[src/rtl/pipe_skid_if.sv]
// Handshake bundle for pipe_skid_reg: upstream valid/ready/data, downstream
// valid/ready/data, flush and occupancy count.
interface pipe_skid_if #(
  parameter int unsigned DATA_W = 32
);
  logic              flush;
  logic              in_valid;
  logic [DATA_W-1:0] in_data;
  logic              in_ready;
  logic              out_valid;
  logic [DATA_W-1:0] out_data;
  logic              out_ready;
  logic [1:0]        count;

  // master is the surrounding pipeline, slave is the skid register itself
  modport master (
    output flush, in_valid, in_data, out_ready,
    input  in_ready, out_valid, out_data, count
  );

  modport slave (
    input  flush, in_valid, in_data, out_ready,
    output in_ready, out_valid, out_data, count
  );
endinterface

[src/rtl/pipe_skid_reg.sv]
// Two-entry skid-buffered pipeline register: every output comes straight from
// a flop, giving one-cycle latency and full throughput without a ready path.
module pipe_skid_reg #(
  parameter int unsigned       DATA_W    = 32,
  parameter logic [DATA_W-1:0] RESET_VAL = '0
) (
  input  logic       cpu_clk,
  input  logic       cpu_rst,
  pipe_skid_if.slave bus
);

  typedef enum logic [1:0] {
    ST_EMPTY = 2'd0,
    ST_ONE   = 2'd1,
    ST_FULL  = 2'd2
  } state_t;

  state_t            state_q;
  state_t            state_d;
  logic              in_ready_q;
  logic              in_ready_d;
  logic              out_valid_q;
  logic              out_valid_d;
  logic [1:0]        count_q;
  logic [1:0]        count_d;
  logic [DATA_W-1:0] main_data_q;
  logic [DATA_W-1:0] main_data_d;
  logic [DATA_W-1:0] skid_data_q;
  logic              in_fire;
  logic              main_load;
  logic              main_from_skid;
  logic              skid_load;

  assign in_fire = bus.in_valid & in_ready_q;

  // Occupancy FSM: ST_ONE holds a payload in main, ST_FULL also fills skid.
  always_comb begin
    state_d        = state_q;
    main_load      = 1'b0;
    main_from_skid = 1'b0;
    skid_load      = 1'b0;
    if (bus.flush) begin
      state_d = ST_EMPTY;
    end else begin
      case (state_q)
        ST_EMPTY: begin
          if (in_fire) begin
            main_load = 1'b1;
            state_d   = ST_ONE;
          end
        end
        ST_ONE: begin
          if (bus.out_ready) begin
            if (in_fire) begin
              main_load = 1'b1;
            end else begin
              state_d = ST_EMPTY;
            end
          end else if (in_fire) begin
            skid_load = 1'b1;
            state_d   = ST_FULL;
          end
        end
        ST_FULL: begin
          if (bus.out_ready) begin
            main_load      = 1'b1;
            main_from_skid = 1'b1;
            state_d        = ST_ONE;
          end
        end
        default: begin
          state_d = ST_EMPTY;
        end
      endcase
    end
  end

  // Registered outputs are decoded from the next state so they leave flops.
  always_comb begin
    in_ready_d  = 1'b1;
    out_valid_d = 1'b0;
    count_d     = 2'd0;
    case (state_d)
      ST_ONE: begin
        out_valid_d = 1'b1;
        count_d     = 2'd1;
      end
      ST_FULL: begin
        in_ready_d  = 1'b0;
        out_valid_d = 1'b1;
        count_d     = 2'd2;
      end
      default: begin
        in_ready_d = 1'b1;
      end
    endcase

    main_data_d = main_data_q;
    if (bus.flush) begin
      main_data_d = RESET_VAL;
    end else if (main_load) begin
      main_data_d = main_from_skid ? skid_data_q : bus.in_data;
    end
  end

  always_ff @(posedge cpu_clk or posedge cpu_rst) begin
    if (cpu_rst) begin
      state_q     <= ST_EMPTY;
      in_ready_q  <= 1'b1;
      out_valid_q <= 1'b0;
      count_q     <= 2'd0;
      main_data_q <= RESET_VAL;
    end else begin
      state_q     <= state_d;
      in_ready_q  <= in_ready_d;
      out_valid_q <= out_valid_d;
      count_q     <= count_d;
      main_data_q <= main_data_d;
    end
  end

  // Skid data is only read in ST_FULL, so it carries no reset.
  always_ff @(posedge cpu_clk) begin
    if (skid_load) begin
      skid_data_q <= bus.in_data;
    end
  end

  assign bus.in_ready  = in_ready_q;
  assign bus.out_valid = out_valid_q;
  assign bus.out_data  = main_data_q;
  assign bus.count     = count_q;

  a_ready_tracks_skid: assert property (@(posedge cpu_clk) disable iff (cpu_rst)
    in_ready_q == (state_q != ST_FULL));

  a_count_consistent: assert property (@(posedge cpu_clk) disable iff (cpu_rst)
    count_q == ({1'b0, out_valid_q} + {1'b0, state_q == ST_FULL}));

  a_stall_hold: assert property (@(posedge cpu_clk) disable iff (cpu_rst)
    (out_valid_q && !bus.out_ready && !bus.flush) |=>
      (out_valid_q && $stable(main_data_q)));

endmodule

[src/flat_wrapper.sv]
// flat-port wrapper written by rule: the top's interface ports become plain ports
module pipe_skid_reg_flat 
#(
  parameter int unsigned       DATA_W    = 32,
  parameter logic [DATA_W-1:0] RESET_VAL = '0
)
  (cpu_clk, cpu_rst, bus_flush, bus_in_valid, bus_in_data, bus_out_ready, bus_in_ready, bus_out_valid, bus_out_data, bus_count);
  pipe_skid_if #(.DATA_W(DATA_W)) bus_i ();
  input  logic cpu_clk;
  input  logic cpu_rst;
  input wire logic [$bits(bus_i.flush)-1:0] bus_flush;
  input wire logic [$bits(bus_i.in_valid)-1:0] bus_in_valid;
  input wire logic [$bits(bus_i.in_data)-1:0] bus_in_data;
  input wire logic [$bits(bus_i.out_ready)-1:0] bus_out_ready;
  output wire logic [$bits(bus_i.in_ready)-1:0] bus_in_ready;
  output wire logic [$bits(bus_i.out_valid)-1:0] bus_out_valid;
  output wire logic [$bits(bus_i.out_data)-1:0] bus_out_data;
  output wire logic [$bits(bus_i.count)-1:0] bus_count;
  assign bus_i.flush = bus_flush;
  assign bus_i.in_valid = bus_in_valid;
  assign bus_i.in_data = bus_in_data;
  assign bus_i.out_ready = bus_out_ready;
  assign bus_in_ready = bus_i.in_ready;
  assign bus_out_valid = bus_i.out_valid;
  assign bus_out_data = bus_i.out_data;
  assign bus_count = bus_i.count;
  pipe_skid_reg #(.DATA_W(DATA_W), .RESET_VAL(RESET_VAL)) u_core (.cpu_clk(cpu_clk), .cpu_rst(cpu_rst), .bus(bus_i));
endmodule
[config.mk]
export PLATFORM = sky130hd
export DESIGN_NAME = pipe_skid_reg_flat
export DESIGN_NICKNAME = d
export VERILOG_FILES = /design/src/rtl/pipe_skid_if.sv /design/src/rtl/pipe_skid_reg.sv /design/src/flat_wrapper.sv
export SDC_FILE = /design/constraint.sdc
export NUM_CORES = 1
export LEC_CHECK = 0
export ABC_AREA = 1
export CAP_MARGIN = 10
export CORE_MARGIN = 2
export CORE_UTILIZATION = 49
export CTS_BUF_LIST = sky130_fd_sc_hd__clkbuf_16
export CTS_CLUSTER_SIZE = 20
export DETAILED_ROUTE_END_ITERATION = 8
export GPL_TIMING_DRIVEN = 0
export PLACE_DENSITY = 0.9
export SLEW_MARGIN = 20
export SYNTH_ARGS = -nofsm -noshare
export SYNTH_HDL_FRONTEND = slang
export SYNTH_SLANG_ARGS = --single-unit
[constraint.sdc]
create_clock -name cpu_clk -period 2.7 [get_ports cpu_clk]
set_input_delay 0.54 -clock cpu_clk [delete_from_list [all_inputs] [get_ports cpu_clk]]
set_output_delay 0.54 -clock cpu_clk [all_outputs]
set_load 0.02 [all_outputs]
# After elaboration in Yosys (flattened, before gate mapping)
# Cells that the tools add are included.
[totals] rom_bits=0 mem_bits_rw=0 wordCells=37 register_bits=70 output_inout_bits=36 memories=0 latchBits=0
[classes] muxes=23 reduce_logical=3 shifts=0 mul=0 div_mod_pow=0 order_cmp=0 eq_ne=4 bitwise=1 n_addsub=0
[ops] op="$mux W32" count=3
[ops] op="$mux W2" count=6
[ops] op="$mux W1" count=11
[ops] op="$pmux W2 S3" count=1
[ops] op="$eq A2 B1 Y1 const B" count=2
[ops] op="$eq A2 B2 Y1 const B" count=2
[ops] op="$pmux W2 S2" count=1
[ops] op="$pmux W1 S3" count=1
[ops] op="$logic_not A2 Y1" count=1
[ops] op="$reduce_bool A2 Y1" count=1
[ops] op="$reduce_or A2 Y1" count=1
[ops] op="$and A1 B1 Y1" count=1

# Depth between registers and ports, before layout
# Gate-level depths: netlist of run 1.
[depth] word_depth=8 mapped_depth=8 ltp_nobuf=8

# Least setup slack after synthesis of run 1
# Ideal clock, no wire load.
[synth_path] path_type="reg-to-reg" start="reg u_core.in_ready_q (netlist: u_core.bus.in_ready)" end="reg u_core.skid_data_q[0] (enable)" setup_slack_ns=0.093 synth_period_minus_slack_ns=2.607 setup_time_ns=0.421 stages_incl_launch_ff=5 n_path_buf=0 arrival_time_ns=2.186 required_ns=2.279 cell_sequence="dfstp_2 -> nand2_1 -> inv_1 -> nand4_1 -> nor2_1"
[synth_via] elab_chain_cells=5
[synth_lines] element="start: declaration" line="pipe_skid_reg.sv:20" text="logic in_ready_q;"
[synth_lines] element="start signal: assignment" line="pipe_skid_reg.sv:115" text="in_ready_q <= in_ready_d;"
[synth_lines] element="$and A1 B1 Y1" line="pipe_skid_reg.sv:34" text="assign in_fire = bus.in_valid & in_ready_q;"
[synth_lines] element="$mux W1" line="pipe_skid_reg.sv:59" text="end else if (in_fire) begin"
[synth_lines] element="$mux W1" line="pipe_skid_reg.sv:53" text="if (bus.out_ready) begin"
[synth_lines] element="$mux W1" line="pipe_skid_reg.sv:45" text="case (state_q)"
[synth_lines] element="$mux W1" line="pipe_skid_reg.sv:42" text="if (bus.flush) begin"
[synth_lines] element="via u_core.skid_load" line="pipe_skid_reg.sv:32" text="logic skid_load;"
[synth_lines] element="end signal: assignment" line="pipe_skid_reg.sv:125" text="skid_data_q <= bus.in_data;"
[synth_lines] element="end: declaration" line="pipe_skid_reg.sv:28" text="logic [DATA_W-1:0] skid_data_q;"
# The timed path passes the listed nets, and every way through them passes these cells.
# A chain may end at the register's enable or synchronous reset.

# Worst setup path in the final report of run 1
[layout_path] start="in bus_flush" end="reg u_core.out_valid_q (netlist: u_core.bus.out_valid)"
[layout_via] elab_chain_cells=4 word_cells_on_any_way=5 classes_between="2 x eq/ne; 2 x mux; 1 x reduce/logical"
[layout_lines] element="start: declaration" line="flat_wrapper.sv:11" text="input wire logic [$bits(bus_i.flush)-1:0] bus_flush;"
[layout_lines] element="$mux W2 *" line="pipe_skid_reg.sv:42"
[layout_lines] element="via u_core.state_d[0]" line="pipe_skid_reg.sv:19" text="state_t state_d;"
[layout_lines] element="$eq A2 B1 Y1 or $eq A2 B2 Y1 (tied branches)" line="pipe_skid_reg.sv:83" text="case (state_d)"
[layout_lines] element="$reduce_or A2 Y1 (no source line) *"
[layout_lines] element="$mux W1 *" line="pipe_skid_reg.sv:83"
[layout_lines] element="via u_core.out_valid_d" line="pipe_skid_reg.sv:23" text="logic out_valid_d;"
[layout_lines] element="end signal: assignment" line="pipe_skid_reg.sv:116" text="out_valid_q <= out_valid_d;"
[layout_lines] element="end: declaration" line="pipe_skid_reg.sv:22" text="logic out_valid_q;"
# The timed path passes the listed nets; every way through them passes the cells marked *.

==> out/qor.txt, run 1 <==
area of the core = 0.00596 mm^2
Die Ht = 82.5 um
CTS tree = built
port buffer count = 72
Cell Area, Synth = 0.00302 mm^2
yosys warns = 0
Worst-Skew Late Latency = 0.33 ns
total track usage = 22.4%
internal power of the cells = 1920 uW
Flop pwr share = 47.1%
placed cell areas = 0.00387 mm^2
post-place setup slack = 0.315 ns
FF/Latch Area = 0.00191 mm^2
Fill cells = 448
vias per cell = 5.24
DR vias = 2513
Non-Filler Instances = 480
vias in the first global route = 2505
max-slew violations = 0
Mapped Cells = 316
# DRC = 0
clock share of power = 39.5%
WL/cell = 14.4 um
multi-input logic area = 965 um^2
antenna viol nets, final = 0
share of layout cells above drive strength 1 = 9.14%
FP Rows = 28
CTS sink cnt = 70
Post-CTS Repair Setup Buffers = 0
Syn Area/Cell = 9.56 um^2
status = completed
Area Growth Syn to Fin = 36.5%
clock root buffer = clkbuf_16
die area = 0.00681 mm^2
IO Count = 73
Max VDD drop = 0.409 mV
maximum clock frequency = 490 MHz
Final Instance Area = 0.00412 mm^2
synthesis-stage register bit count = 70
Overall Power = 2520 uW
CP startpoint kind = input pin
placed insts = 464
WS Path Type = in -> reg
Sw Share = 24.1%
Initial Utilization = 50.7%
grt ovf = 0
sequential share of the synthesized area = 63.3%
drt total wl = 6930 um
clock skew = 0.00370 ns
Final WS setup = 0.661 ns
Switch Pwr = 607 uW
Final period util = 75.5%
CP required = 2.92 ns
GP Congestion = 0.796
Slew headroom = 47.2%
hold crit path type = reg -> reg
count of final setup violators = 0
hold buffers post-CTS = 0
initial antenna violation count = 0
die width = 82.5 um
min Tclk post-route = 2.04 ns
Worst-Margin Slew = 0.791 ns
Lkg Pwr = 0.00192 uW
synth unique cells = 21
RSZ-0062 raised after global routing = no
nets = 440
Hold Violations, Final = 0
pin count of the biggest net entering global routing = 39
Iter 0 DRT Violations = 196
critical path peak fanout = 10
Clock Pin Slew Worst Setup and Hold Paths = 0.05 ns
CP arrival = 2.26 ns
CP Capture Type = flop
Post-Syn Nets = 356
post-CTS sizing = 0
DP Wirelength = 4810 um
first-pass iteration count of the detailed router = 5
CTS buffer count = 9
Diodes inserted = 0
Max Buffers Root-to-Sink = 2
first-pass GRT wire length = 11200 um
Logic pwr share = 13.4%
Max Cap Viol = 0
CTS H-tree depth = 3
P per Cell Area = 612 mW/mm^2
-- power by group through the flow --
| stage | Clock [uW] | Combinational [uW] | Sequential [uW] |
|---|---|---|---|
| 6_report | 996 | 337 | 1190 |
| 5_1_grt | 1060 | 369 | 1190 |
| 3_5_place_dp | 0 | 337 | 1210 |
| 2_1_floorplan | 0 | 115 | 1250 |
| 3_3_place_gp | 0 | 324 | 1210 |
| 4_1_cts | 1010 | 339 | 1190 |
-- layer usage --
layer | global-route usage, % | vias to the layer above | share of wire [%] | wire length, um
met5 | 0 | - | 0 | 0
met4 | 13.0 | 0 | 2.9 | 204
met3 | 5.33 | 16 | 6.9 | 478
met2 | 36.9 | 108 | 51 | 3550
met1 | 26.8 | 1182 | 39 | 2690
li1 | - | 1207 | - | -
-- critical path, stage by stage --
cell and delay, ns:
clkdlybuf4s50_1 0.55, inv_2 0.22, buf_2 0.25, nand2_1 0.08, a21oi_1 0.21, inv_1 0.10, ha_1 0.28, inv_1 0.03
-- placed cells by master, fill, tap and decap left out, drive strengths merged --
cell type	Yosys	routed
ha	3	3
edfxtp	32	32
nand2	136	136
o21ai	2	2
buf	16	17
nor2	7	7
a21oi	2	2
nand3	66	66
dfstp	1	1
clkbuf	2	11
inv	11	15
dfrtp	37	37
clkinv	0	3
nand4	1	1
clkdlybuf4s50	0	72
-- state kept, by name, summed over array words and instances, names as in the netlist --
signal and cells:
u_core.bus.out_data 32, u_core.skid_data_q 32, u_core.bus.count 2, u_core.state_q 2, u_core.bus.in_ready 1, u_core.bus.out_valid 1
-- area by class of cell --
| cell class | instances | area share [%] |
|---|---|---|
| flip-flops and latches | 70 | 46.4 |
| multi-input cells | 217 | 23.4 |
| repair buffers | 73 | 18.1 |
| clock buffers | 9 | 5.46 |
| plain buffers | 18 | 2.67 |
| well taps | 75 | 2.28 |
| inverters | 11 | 1.00 |
| clock inverters | 7 | 0.667 |
-- through the flow --
step           hold slack, ns  setup TNS, ns  util [%]
2_1_floorplan           0.541              0         -
3_3_place_gp            0.492         -28.09      64.4
3_5_place_dp            0.494              0      65.0
4_1_cts                 0.507              0      69.2
5_1_grt                 0.526              0      69.2
6_report                0.503              0      69.2
-- synthesized netlist by cell type (all sizes together) --
| cell type | count | area [um^2] |
|---|---|---|
| o21ai | 2 | 10.0 |
| nand4 | 1 | 6.26 |
| nand3 | 66 | 335 |
| buf | 16 | 103 |
| edfxtp | 32 | 961 |
| ha | 3 | 37.5 |
| dfstp | 1 | 26.3 |
| dfrtp | 37 | 926 |
| nor2 | 7 | 31.3 |
| a21oi | 2 | 21.3 |
| nand2 | 136 | 515 |
| clkbuf | 2 | 7.51 |
| inv | 11 | 41.3 |
-- logic make-up after synthesis --
group           Yosys count  share of synthesized area, %
buf+inv                  29                          5.01
fa+ha+maj                 3                          1.24
compound gates            4                          1.04
flops                    70                          63.3
simple gates            210                          29.4
-- path summary, 6_finish.rpt --
path | cells past startpoint | slack (ns) | endpoint | startpoint
max in group asynchronous | 2 | 1.51 | u_core.bus.count[1] | cpu_rst
hold reg to reg | 2 | 0.50 | u_core.bus.out_data[8] | u_core.bus.out_data[8]
setup reg to reg | 5 | 0.99 | u_core.skid_data_q[20] | u_core.bus.in_ready
min in group asynchronous | 2 | 0.69 | u_core.bus.out_data[16] | cpu_rst
hold / removal | 2 | 0.50 | u_core.bus.out_data[8] | u_core.bus.out_data[8]
setup / recovery | 8 | 0.66 | u_core.bus.out_valid | bus_flush
Note: power is estimated with default switching activity, not from simulation.
==> run 2: changes to the inputs <==
==> constraint.sdc (replaced) <==
create_clock -name cpu_clk -period 2 [get_ports cpu_clk]
set_input_delay 0.4 -clock cpu_clk [delete_from_list [all_inputs] [get_ports cpu_clk]]
set_output_delay 0.4 -clock cpu_clk [all_outputs]
set_load 0.02 [all_outputs]
==> run 2 against run 1 <==
Effect of this change:
- design area up 0.58%
- worst hold slack got worse by 0.13 ns
- combinational power increased by 36%
- sequential cell count unchanged
- core utilization increased by 0.40 points
- clock skew is 0.0012 ns higher
- sequential power is 35% higher
- register-to-register slack worse by 0.89 ns
- via count decreased by 1.8%
- global-route usage up 0.17 points
- critical path type is now reg -> reg
- critical endpoint is now u_core.skid_data_q[11]
- largest cell class unchanged
==> out/qor.txt, run 2 (synthesis results as in run 1) <==
critical path peak fanout = 32 (was 10)
GP Congestion = 0.806 (was 0.796)
Max Buffers Root-to-Sink = 2 (unchanged)
Worst Path Buf+Inv = 1 (was 5)
Max Cap Viol = 0 (unchanged)
RR Startpoint = u_core.bus.in_ready (unchanged)
# DRC = 0 (unchanged)
first-pass iteration count of the detailed router = 4 (was 5)
WP depth = 4 (was 8)
area of the core = 0.00596 mm^2 (unchanged)
post-place setup slack = -0.325 ns (was 0.315 ns)
count of final setup violators = 0 (unchanged)
Initial Utilization = 50.7% (unchanged)
WL/cell = 14.5 um (was 14.4 um)
RSZ-0062 raised after global routing = yes (was no)
nets = 440 (unchanged)
Final Instance Area = 0.00415 mm^2 (was 0.00412 mm^2)
placed insts = 464 (unchanged)
Hold Violations, Final = 0 (unchanged)
clock skew = 0.00490 ns (was 0.00370 ns)
Area Growth Syn to Fin = 37.3% (was 36.5%)
Slew headroom = 41.5% (was 47.2%)
CTS sink cnt = 70 (unchanged)
Worst-Skew Late Latency = 0.33 ns (about the same)
CP cell instances = nand2_4 > inv_2 > nand4_1 > nor2_4 (was clkdlybuf4s50_1 > inv_2 > buf_2 > nand2_1 > a21oi_1 > inv_1 > ha_1 > inv_1)
Setup TNS = 0 ns (unchanged)
CP Capture Type = flop (unchanged)
FP Rows = 28 (unchanged)
reg2reg setup slack = 0.10 ns (was 0.99 ns)
placed cell areas = 0.00387 mm^2 (unchanged)
clock root buffer = clkbuf_16 (unchanged)
Worst-Margin Slew = 0.876 ns (was 0.791 ns)
maximum clock frequency = 527 MHz
Diodes inserted = 0 (unchanged)
max-slew violations = 0 (unchanged)
vias in the first global route = 2505 (unchanged)
min Tclk post-route = 1.90 ns
status = completed (unchanged)
DR vias = 2467 (was 2513)
Die Ht = 82.5 um (unchanged)
Crit Reg-Reg Endpoint = u_core.skid_data_q[11] (was u_core.skid_data_q[20])
hold crit path type = in -> async (was reg -> reg)
Lkg Pwr = 0.00195 uW (was 0.00192 uW)
Final WS setup = 0.104 ns (was 0.661 ns)
Clock Pin Slew Worst Setup and Hold Paths = 0.05 ns (about the same)
CP max stage delay = 0.71 ns (was 0.55 ns)
share of layout cells above drive strength 1 = 10.4% (was 9.14%)
CP delay by family, top = simple AND/OR/NAND/NOR gates (was buffers and inverters)
drt total wl = 6960 um (was 6930 um)
port buffer count = 72 (unchanged)
antenna viol nets, final = 0 (unchanged)
CP startpoint kind = flop (was input pin)
CTS tree = built (unchanged)
Max VDD drop = 0.599 mV (was 0.409 mV)
Non-Filler Instances = 480 (unchanged)
CP arrival = 1.85 ns (was 2.26 ns)
FF-to-FF path depth = 4 (was 5)
first-pass GRT wire length = 11300 um (was 11200 um)
most frequent cells in the layout = 133 x nand2_1, 69 x clkdlybuf4s50_1, 65 x nand3_1 (was 134 x nand2_1, 72 x clkdlybuf4s50_1, 65 x nand3_1)
total track usage = 22.5% (was 22.4%)
most common cell after layout, fill and taps aside = nand2_1 (unchanged)
initial antenna violation count = 0 (unchanged)
P per Cell Area = 831 mW/mm^2 (was 612 mW/mm^2)
die area = 0.00681 mm^2 (unchanged)
Final period util = 94.8%
WS Path Type = reg -> reg (was in -> reg)
DP Wirelength = 4870 um (was 4810 um)
Iter 0 DRT Violations = 159 (was 196)
vias per cell = 5.14 (was 5.24)
IO Count = 73 (unchanged)
slowest cell on the critical path = nor2_4 (was clkdlybuf4s50_1)
grt ovf = 0 (unchanged)
CP required = 1.96 ns (was 2.92 ns)
CTS H-tree depth = 3 (unchanged)
pin count of the biggest net entering global routing = 33 (was 39)
die width = 82.5 um (unchanged)
CTS buffer count = 9 (unchanged)
[run 2: where the power goes]
| group | internal (uW) | switching, uW | leakage [uW] |
|---|---|---|---|
| Clock | 817 | 563 | 0.000135 |
| Combinational | 210 | 250 | 0.00102 |
| Sequential | 1570 | 34.6 | 0.000794 |
[run 2: metal layers]
metal	up-vias	share of wire, %	global-route usage (%)	wire, um
met5	-	0	0	0
met4	0	1.6	11.0	114
met3	9	5.2	4.89	365
met2	83	52	38.4	3590
met1	1166	42	27.1	2890
li1	1209	-	-	-
[run 2: worst max-delay path by stage]
stage                        start                     end  slack (ns)
3_5_place_dp         bus_out_ready   u_core.skid_data_q[5]       -0.33
4_1_cts              bus_out_ready  u_core.skid_data_q[27]        0.01
2_1_floorplan  u_core.bus.in_ready   u_core.skid_data_q[0]        0.22
5_1_grt        u_core.bus.in_ready  u_core.skid_data_q[21]      -0.003
6_report       u_core.bus.in_ready  u_core.skid_data_q[11]        0.10
3_3_place_gp         bus_out_ready   u_core.skid_data_q[5]       -0.30
[run 2: metrics by stage]
step                power (uW)  hold WS (ns)  utilization, %
floorplan                 1850         0.495               -
detailed placement        2090         0.498            65.0
finish                    3450         0.371            69.6
global placement          2070         0.491            64.5
CTS                       3460         0.383            69.3
global route              3570         0.418            69.6
[run 2: final cells by class]
type / instances / area [um^2]
Buffer: 18 / 110
Clock buffer: 9 / 225
Clock inverter: 7 / 33.8
Fill cell: 466 / 1810
Inverter: 11 / 43.8
Multi-Input combinational cell: 217 / 972
Sequential cell: 70 / 1910
Tap cell: 75 / 93.8
Timing Repair Buffer: 73 / 756
[run 2: what timing repair did]
item | in CTS | in global routing
buffers inserted | 0 | 0
hold buffers | 0 | 0
setup endpoints to repair | 0 | 33
gates resized for setup | 0 | 7
[run 2: worst reg2reg max path: stages, from the launching register on]
cell     delay, ns
dfstp_2       0.55
nand2_4       0.07
inv_2         0.05
nand4_1       0.14
nor2_4        0.71
